`src/rtl/cpu_register_file.sv`:
```
// CPU programmer-visible register file: A, B, X, Y, SP and flags, with
// memory-indirect operands and pointer post-increment, one access per microcode step.

package cpu_types_pkg;

    typedef enum logic [1:0] {
        NONE,
        REG_FETCH,
        REG_WRITE
    } microcode_cycle;

    typedef enum logic [4:0] {
        REG_A,
        REG_B,
        REG_XL,
        REG_XH,
        REG_XP,
        REG_YL,
        REG_YH,
        REG_YP,
        REG_SPL,
        REG_SPH,
        REG_FLAGS,
        REG_MX,
        REG_MY,
        REG_MSP,
        REG_MN,
        REG_IMML,
        REG_IMMH,
        REG_IMM_ADDR_L,
        REG_IMM_ADDR_H,
        REG_IMM_ADDR_P,
        REG_HARDCODED_1,
        REG_ALU,
        REG_ALU_WITH_FLAGS,
        REG_TEMPA,
        REG_TEMPB,
        REG_PCSL,
        REG_PCSH,
        REG_PCP
    } reg_type;

    typedef enum logic [1:0] {
        REG_NONE,
        REG_XHL,
        REG_YHL,
        REG_SP
    } reg_inc_type;

    // Immediate-addressed operands pick A/B/MX/MY from a 2-bit field of the opcode.
    function automatic reg_type imm_addressed_reg(input reg_type sel, input logic [5:0] imm);
        logic [1:0] code;
        reg_type    res;
        code = 2'd0;
        res  = sel;
        case (sel)
            REG_IMM_ADDR_L: code = imm[1:0];
            REG_IMM_ADDR_H: code = imm[3:2];
            REG_IMM_ADDR_P: code = imm[5:4];
            default:        code = 2'd0;
        endcase
        if (sel inside {REG_IMM_ADDR_L, REG_IMM_ADDR_H, REG_IMM_ADDR_P}) begin
            case (code)
                2'd0:    res = REG_A;
                2'd1:    res = REG_B;
                2'd2:    res = REG_MX;
                default: res = REG_MY;
            endcase
        end
        return res;
    endfunction

endpackage

module cpu_register_file
    import cpu_types_pkg::*;
#(
    parameter int unsigned RAM_ADDR_W = 12
) (
    input  logic                  clk,
    input  logic                  reset,
    input  logic                  clk_en,
    input  microcode_cycle        cycle,
    input  reg_type               read_sel,
    input  reg_type               write_sel,
    input  logic [3:0]            write_data,
    input  logic [7:0]            immed,
    input  reg_inc_type           inc_sel,
    input  logic                  inc_en,
    input  logic                  inc_down,
    input  logic [3:0]            flags_in,
    input  logic                  flags_we,
    output logic [3:0]            read_data,
    output logic                  read_valid,
    output logic [3:0]            flags,
    output logic [RAM_ADDR_W-1:0] mem_addr,
    input  logic [3:0]            mem_read_data,
    output logic                  mem_write_en,
    output logic [3:0]            mem_write_data
);

    localparam int unsigned DW  = 4;
    localparam int unsigned PW  = 12;
    localparam int unsigned SPW = 8;

    logic [DW-1:0]  a_q, b_q;
    logic [PW-1:0]  x_q, y_q;
    logic [SPW-1:0] sp_q;
    logic [DW-1:0]  hold_q;
    logic           mem_src_q;
    logic           pend_q;

    reg_type        rsel, wsel;
    logic           do_fetch, do_write;
    logic           fetch_is_mem, write_is_mem;
    logic [PW-1:0]  fetch_addr, write_addr;
    logic [DW-1:0]  fetch_val;
    logic [DW-1:0]  a_d, b_d, flags_d;
    logic [PW-1:0]  x_wr, y_wr, x_d, y_d;
    logic [SPW-1:0] sp_wr, sp_d;

    function automatic logic is_mem_sel(input reg_type sel);
        return sel inside {REG_MX, REG_MY, REG_MSP, REG_MN};
    endfunction

    // Addresses always come from the pointer values held before this step's updates.
    function automatic logic [PW-1:0] ptr_addr(input reg_type sel, input logic [PW-1:0] x,
                                               input logic [PW-1:0] y, input logic [SPW-1:0] sp,
                                               input logic [3:0] imm_lo);
        logic [PW-1:0] addr;
        case (sel)
            REG_MX:  addr = x;
            REG_MY:  addr = y;
            REG_MSP: addr = {4'h0, sp};
            REG_MN:  addr = {8'h00, imm_lo};
            default: addr = '0;
        endcase
        return addr;
    endfunction

    assign rsel         = imm_addressed_reg(read_sel, immed[5:0]);
    assign wsel         = imm_addressed_reg(write_sel, immed[5:0]);
    assign do_fetch     = clk_en && (cycle == REG_FETCH);
    assign do_write     = clk_en && (cycle == REG_WRITE);
    assign fetch_is_mem = is_mem_sel(rsel);
    assign write_is_mem = is_mem_sel(wsel);
    assign fetch_addr   = ptr_addr(rsel, x_q, y_q, sp_q, immed[3:0]);
    assign write_addr   = ptr_addr(wsel, x_q, y_q, sp_q, immed[3:0]);

    // Fetch source mux; sources owned by other blocks read as zero.
    always_comb begin
        fetch_val = '0;
        case (rsel)
            REG_A:           fetch_val = a_q;
            REG_B:           fetch_val = b_q;
            REG_XL:          fetch_val = x_q[3:0];
            REG_XH:          fetch_val = x_q[7:4];
            REG_XP:          fetch_val = x_q[11:8];
            REG_YL:          fetch_val = y_q[3:0];
            REG_YH:          fetch_val = y_q[7:4];
            REG_YP:          fetch_val = y_q[11:8];
            REG_SPL:         fetch_val = sp_q[3:0];
            REG_SPH:         fetch_val = sp_q[7:4];
            REG_FLAGS:       fetch_val = flags;
            REG_IMML:        fetch_val = immed[3:0];
            REG_IMMH:        fetch_val = immed[7:4];
            REG_HARDCODED_1: fetch_val = DW'(1);
            default:         fetch_val = '0;
        endcase
    end

    // Register write first, then pointer increment on the written value.
    always_comb begin
        a_d     = a_q;
        b_d     = b_q;
        x_wr    = x_q;
        y_wr    = y_q;
        sp_wr   = sp_q;
        flags_d = flags;
        if (do_write) begin
            case (wsel)
                REG_A:     a_d          = write_data;
                REG_B:     b_d          = write_data;
                REG_XL:    x_wr[3:0]    = write_data;
                REG_XH:    x_wr[7:4]    = write_data;
                REG_XP:    x_wr[11:8]   = write_data;
                REG_YL:    y_wr[3:0]    = write_data;
                REG_YH:    y_wr[7:4]    = write_data;
                REG_YP:    y_wr[11:8]   = write_data;
                REG_SPL:   sp_wr[3:0]   = write_data;
                REG_SPH:   sp_wr[7:4]   = write_data;
                REG_FLAGS: flags_d      = write_data;
                default:   ;
            endcase
        end
        if (clk_en && flags_we) begin
            flags_d = flags_in;
        end
        x_d  = x_wr;
        y_d  = y_wr;
        sp_d = sp_wr;
        if (clk_en && inc_en) begin
            case (inc_sel)
                REG_XHL: x_d[7:0] = x_wr[7:0] + 8'd1;
                REG_YHL: y_d[7:0] = y_wr[7:0] + 8'd1;
                REG_SP:  sp_d     = inc_down ? (sp_wr - 8'd1) : (sp_wr + 8'd1);
                default: ;
            endcase
        end
    end

    always_ff @(posedge clk) begin
        if (reset) begin
            a_q            <= '0;
            b_q            <= '0;
            x_q            <= '0;
            y_q            <= '0;
            sp_q           <= '0;
            flags          <= '0;
            hold_q         <= '0;
            mem_src_q      <= 1'b0;
            pend_q         <= 1'b0;
            read_data      <= '0;
            read_valid     <= 1'b0;
            mem_addr       <= '0;
            mem_write_en   <= 1'b0;
            mem_write_data <= '0;
        end else begin
            read_valid   <= 1'b0;
            mem_write_en <= 1'b0;
            if (clk_en) begin
                a_q    <= a_d;
                b_q    <= b_d;
                x_q    <= x_d;
                y_q    <= y_d;
                sp_q   <= sp_d;
                flags  <= flags_d;
                pend_q <= do_fetch;
                // Complete the fetch issued on the previous step; RAM data has settled by now.
                if (pend_q) begin
                    read_data  <= mem_src_q ? mem_read_data : hold_q;
                    read_valid <= 1'b1;
                end
                if (do_fetch) begin
                    hold_q    <= fetch_val;
                    mem_src_q <= fetch_is_mem;
                    if (fetch_is_mem) begin
                        mem_addr <= RAM_ADDR_W'(fetch_addr);
                    end
                end
                if (do_write && write_is_mem) begin
                    mem_addr       <= RAM_ADDR_W'(write_addr);
                    mem_write_data <= write_data;
                    mem_write_en   <= 1'b1;
                end
            end
        end
    end

endmodule

```
`config.mk`:
```
export PLATFORM = sky130hd
export DESIGN_NAME = cpu_register_file
export DESIGN_NICKNAME = d
export VERILOG_FILES = /design/src/rtl/cpu_register_file.sv
export SDC_FILE = /design/constraint.sdc
export NUM_CORES = 1
export LEC_CHECK = 0
export BUFFER_PORTS_ARGS = -buffer_cell sky130_fd_sc_hd__buf_4
export CAP_MARGIN = 20
export CORE_ASPECT_RATIO = 1.4
export CORE_MARGIN = 4
export CORE_UTILIZATION = 38
export CTS_CLUSTER_DIAMETER = 150
export DETAILED_ROUTE_END_ITERATION = 12
export GPL_TIMING_DRIVEN = 1
export PLACE_DENSITY = 0.65
export SYNTH_ARGS = -nofsm -noshare
export SYNTH_HDL_FRONTEND = slang
export SYNTH_SLANG_ARGS = --single-unit
```
`constraint.sdc`:
```
create_clock -name clk -period 6.8 [get_ports clk]
set_input_delay 1.02 -clock clk [delete_from_list [all_inputs] [get_ports clk]]
set_output_delay 1.02 -clock clk [all_outputs]
set_load 0.03 [all_outputs]
```
==> impl_metrics.ini <==
[logic_synthesis]
yosysTopAreaCellShare_pct = 29.3
synth_seq_area_share_pct = 29.3
most_area_consuming_cells_after_synthesis = sky130_fd_sc_hd__dfxtp_1 (29%), sky130_fd_sc_hd__mux2i_1 (9.0%), sky130_fd_sc_hd__nor2_1 (6.3%), sky130_fd_sc_hd__a21oi_1 (5.0%), sky130_fd_sc_hd__a22oi_1 (4.1%)
synth_cells = 606
synth_warnings = 0
syn-cell-area_sq_um = 4920
synth_edf_count = 0
synth_fp_nets = 661
leading_area_contributor_after_synthesis = sky130_fd_sc_hd__dfxtp_1
postSynthAreaPerCell_sq_um = 8.12
post-synth-top-count-cell = sky130_fd_sc_hd__nor2_1
synth.top_cells.by_count = sky130_fd_sc_hd__nor2_1 (83), sky130_fd_sc_hd__dfxtp_1 (72), sky130_fd_sc_hd__a21oi_1 (49)
number_of_synthesized_register_bits = 72
netlist_cell_types = 68
ys_async_rst_share_pct = 0
yosys_most_used_dff = sky130_fd_sc_hd__dfxtp_1

[pwr]
p_sw_mw = 0.278
cellLeakagePower_nw = 2.30
swShare_pct = 25.3
sequentialPowerShare_pct = 39.6
power_report.internal_total_mw = 0.821
comb_power_share_pct = 12.6
ir_drop_mv = 0.0989
clock_network_power_share_pct = 47.7
cellPowerDensity_nw_per_um2 = 189

[cts]
tritoncts.num_buffers = 9
cts_tree = built
cts_h_tree_depth = 3
clk_pin_slew_ps = 60
post_cts_resize_count = 0
clock_insertion_delay_worst_skew_ps = 340
cts.path.max_buffers = 2
postCtsSetupBuffers = 0
cts_hold_buffers = 0
clock_sink_count = 72
master_cell_of_the_clock_root_buffer = sky130_fd_sc_hd__clkbuf_16

[worst_setup_path]
critPathRequiredTime_ps = 7030
crit_buf_inv = 2
family_with_the_most_delay_on_the_worst_path = compound AO/OA/AOI/OAI gates
worstSetupStartpoint = write_sel[1]
critical_path.cell_chain = buf_4 > mux2_2 > a22o_1 > nand2_1 > inv_1 > ha_1 > nor2b_1 > a31oi_1 > nor3_1 > nand2b_1 > mux2_2 > ha_1 > a2111oi_0 > a211o_1 > a211o_1 > a21oi_1 > a31o_2
worst-path-max-fanout = 7
setup.worst_path.start_class = primary input
ff_to_ff_start = sp_q[2]
arrival_time_at_the_worst_endpoint_ps = 5050
max_stage_delay_ps = 550
critical_path.endpoint_type = register
crit_slowest_cell = sky130_fd_sc_hd__nor3_1
worst-setup-path-type = in -> reg

[layout]
area_growth_pct = 18.5
antenna-diode-count = 0
fin_area_sq_um = 5830
drive_gt1_share_pct = 17.9
num-fill-cells = 1241
nets = 709

[floorplanning]
boundaryPins = 66
placement_rows = 48
design.die.area_sq_um = 14900
start_util_pct = 39.4
floorplan.die.width_microns = 104
core-area_sq_um = 12500
floorplan.die.height_microns = 143

[global_routing]
global_route.usage.total_pct = 21.8
grt.overflow.total = 0
global_route_wire_length_before_repair_microns = 25600
grt_antenna_before_repair = 0
grt_pass1_vias = 4782
grt_max_degree = 76

[timing]
slew_violations = 0
timing_worst_slew_pin_value_ps = 1260
final.setup.tns_ps = 0
final-setup-viol-count = 0
final_min_period_over_clock_period_pct = 70.8
fin_skew_ps = 5.49
rsz_0062_raised_after_global_routing = no
maxClockFrequency_mhz = 208
fin_crit_ps = 4810
hold_viol_final = 0
worst_slew_slack_as_a_fraction_of_its_limit_pct = 15.5

[flow_run]
cap_violations = 0

[detailed_routing]
drcViolationCount = 0
dr.max_layer_used = met4
wire_per_inst_microns = 20.2
routed_wirelength_microns = 16400
m1WireLength_microns = 6600
detailedRoute.firstIterationViolations = 448
met3RoutedLength_microns = 897
drt.antenna.violating_nets = 0
route.met2.wl_microns = 7870
drt-vias-per-instance = 6.09
detailroute.via_count = 4923
drtPass1Iterations = 6

[status]
run_status = finished, final reports clean

[placement]
placement.cell_area_sq_um = 5490
placement.io_buffers = 65
post-dp-hpwl_microns = 12200
place.gp.congestion = 1.04

[worst_hold_path]
worst_hold_path_type = reg -> reg
hp-start = mem_addr[6]
## placed cells by master, fill, tap and decap left out, types with 7 or more instances in the layout
cell type / n
sky130_fd_sc_hd__mux2_2: 16
sky130_fd_sc_hd__a22o_1: 8
sky130_fd_sc_hd__nand3_1: 25
sky130_fd_sc_hd__mux2i_1: 44
sky130_fd_sc_hd__dfxtp_1: 72
sky130_fd_sc_hd__nor3_1: 13
sky130_fd_sc_hd__clkbuf_16: 9
sky130_fd_sc_hd__a21oi_1: 49
sky130_fd_sc_hd__a222oi_1: 8
sky130_fd_sc_hd__a32oi_1: 7
sky130_fd_sc_hd__buf_4: 70
sky130_fd_sc_hd__nor2b_1: 9
sky130_fd_sc_hd__xnor2_1: 11
sky130_fd_sc_hd__inv_1: 12
sky130_fd_sc_hd__nand4_1: 8
sky130_fd_sc_hd__a211oi_1: 11
sky130_fd_sc_hd__nand2b_1: 7
sky130_fd_sc_hd__ha_1: 14
sky130_fd_sc_hd__a22oi_1: 27
sky130_fd_sc_hd__nand2_1: 47
sky130_fd_sc_hd__nor2_1: 83
sky130_fd_sc_hd__o21ai_0: 9
## power by group through the flow
stage / logic, mW / clock network (mW) / registers [mW]
6_report: 0.139 / 0.525 / 0.435
2_1_floorplan: 0.0822 / 0 / 0.446
3_5_place_dp: 0.138 / 0 / 0.445
4_1_cts: 0.138 / 0.531 / 0.435
5_1_grt: 0.152 / 0.547 / 0.436
3_3_place_gp: 0.137 / 0 / 0.445
## cell families (layout without fill, tap and decap cells)
logic type | Yosys count | count (layout) | synth area share [%]
adder cells (fa/ha/maj) | 15 | 15 | 3.97
multiplexers | 60 | 60 | 12.6
AND/OR/NAND/NOR | 225 | 225 | 22.2
buffers and inverters | 45 | 98 | 3.69
AO/OA/AOI/OAI | 172 | 172 | 25.2
XOR/XNOR | 17 | 17 | 3.03
flip-flops | 72 | 72 | 29.3
## final timing paths
path	cells past startpoint	slack (ps)	end
worst max-delay path	17	1990	sp_q[7]
worst min-delay path	2	460	mem_addr[6]
worst max register to register	7	4470	sp_q[7]
worst min register to register	2	460	mem_addr[6]
## worst reg2reg max path: cells and delay by family (launching register included)
kind / cells / cell delay [ps]
compound gates: 5 / 1240
fa+ha+maj: 1 / 350
flops: 1 / 360
mux: 1 / 290
## cell type report
cell class | instances | area [sq um] | area share (%)
tap | 150 | 188 | 3.22
multi-input combinational | 489 | 3300 | 56.6
timing repair buffer | 70 | 526 | 9.02
sequential | 72 | 1440 | 24.7
clock inverter | 5 | 78.8 | 1.35
clock buffer | 11 | 253 | 4.34
inverter | 12 | 45.0 | 0.773
## state kept, by name, indices dropped and copies added, names as in the netlist, 8 cells and up
name,count
mem_addr,12
sp_q,8
x_q,12
y_q,12
## through the flow
stage / util [%] / setup slack (ps) / hold WS [ps] / cells / total power, mW
floorplan: - / 2290 / 431 / 606 / 0.528
global placement: 43.9 / 1850 / 448 / 792 / 0.581
detailed placement: 43.9 / 1720 / 449 / 792 / 0.582
CTS: 46.6 / 2060 / 457 / 808 / 1.10
global route: 46.6 / 1740 / 476 / 809 / 1.13
finish: 46.6 / 1990 / 457 / 809 / 1.10
## metal layers
layer | vias up | global-route usage (%)
li1 | 2351 | -
met1 | 2312 | 25.4
met2 | 195 | 37.1
met3 | 65 | 3.39
met4 | 0 | 14.8
met5 | - | 0
(Power assumes the default switching activity.)
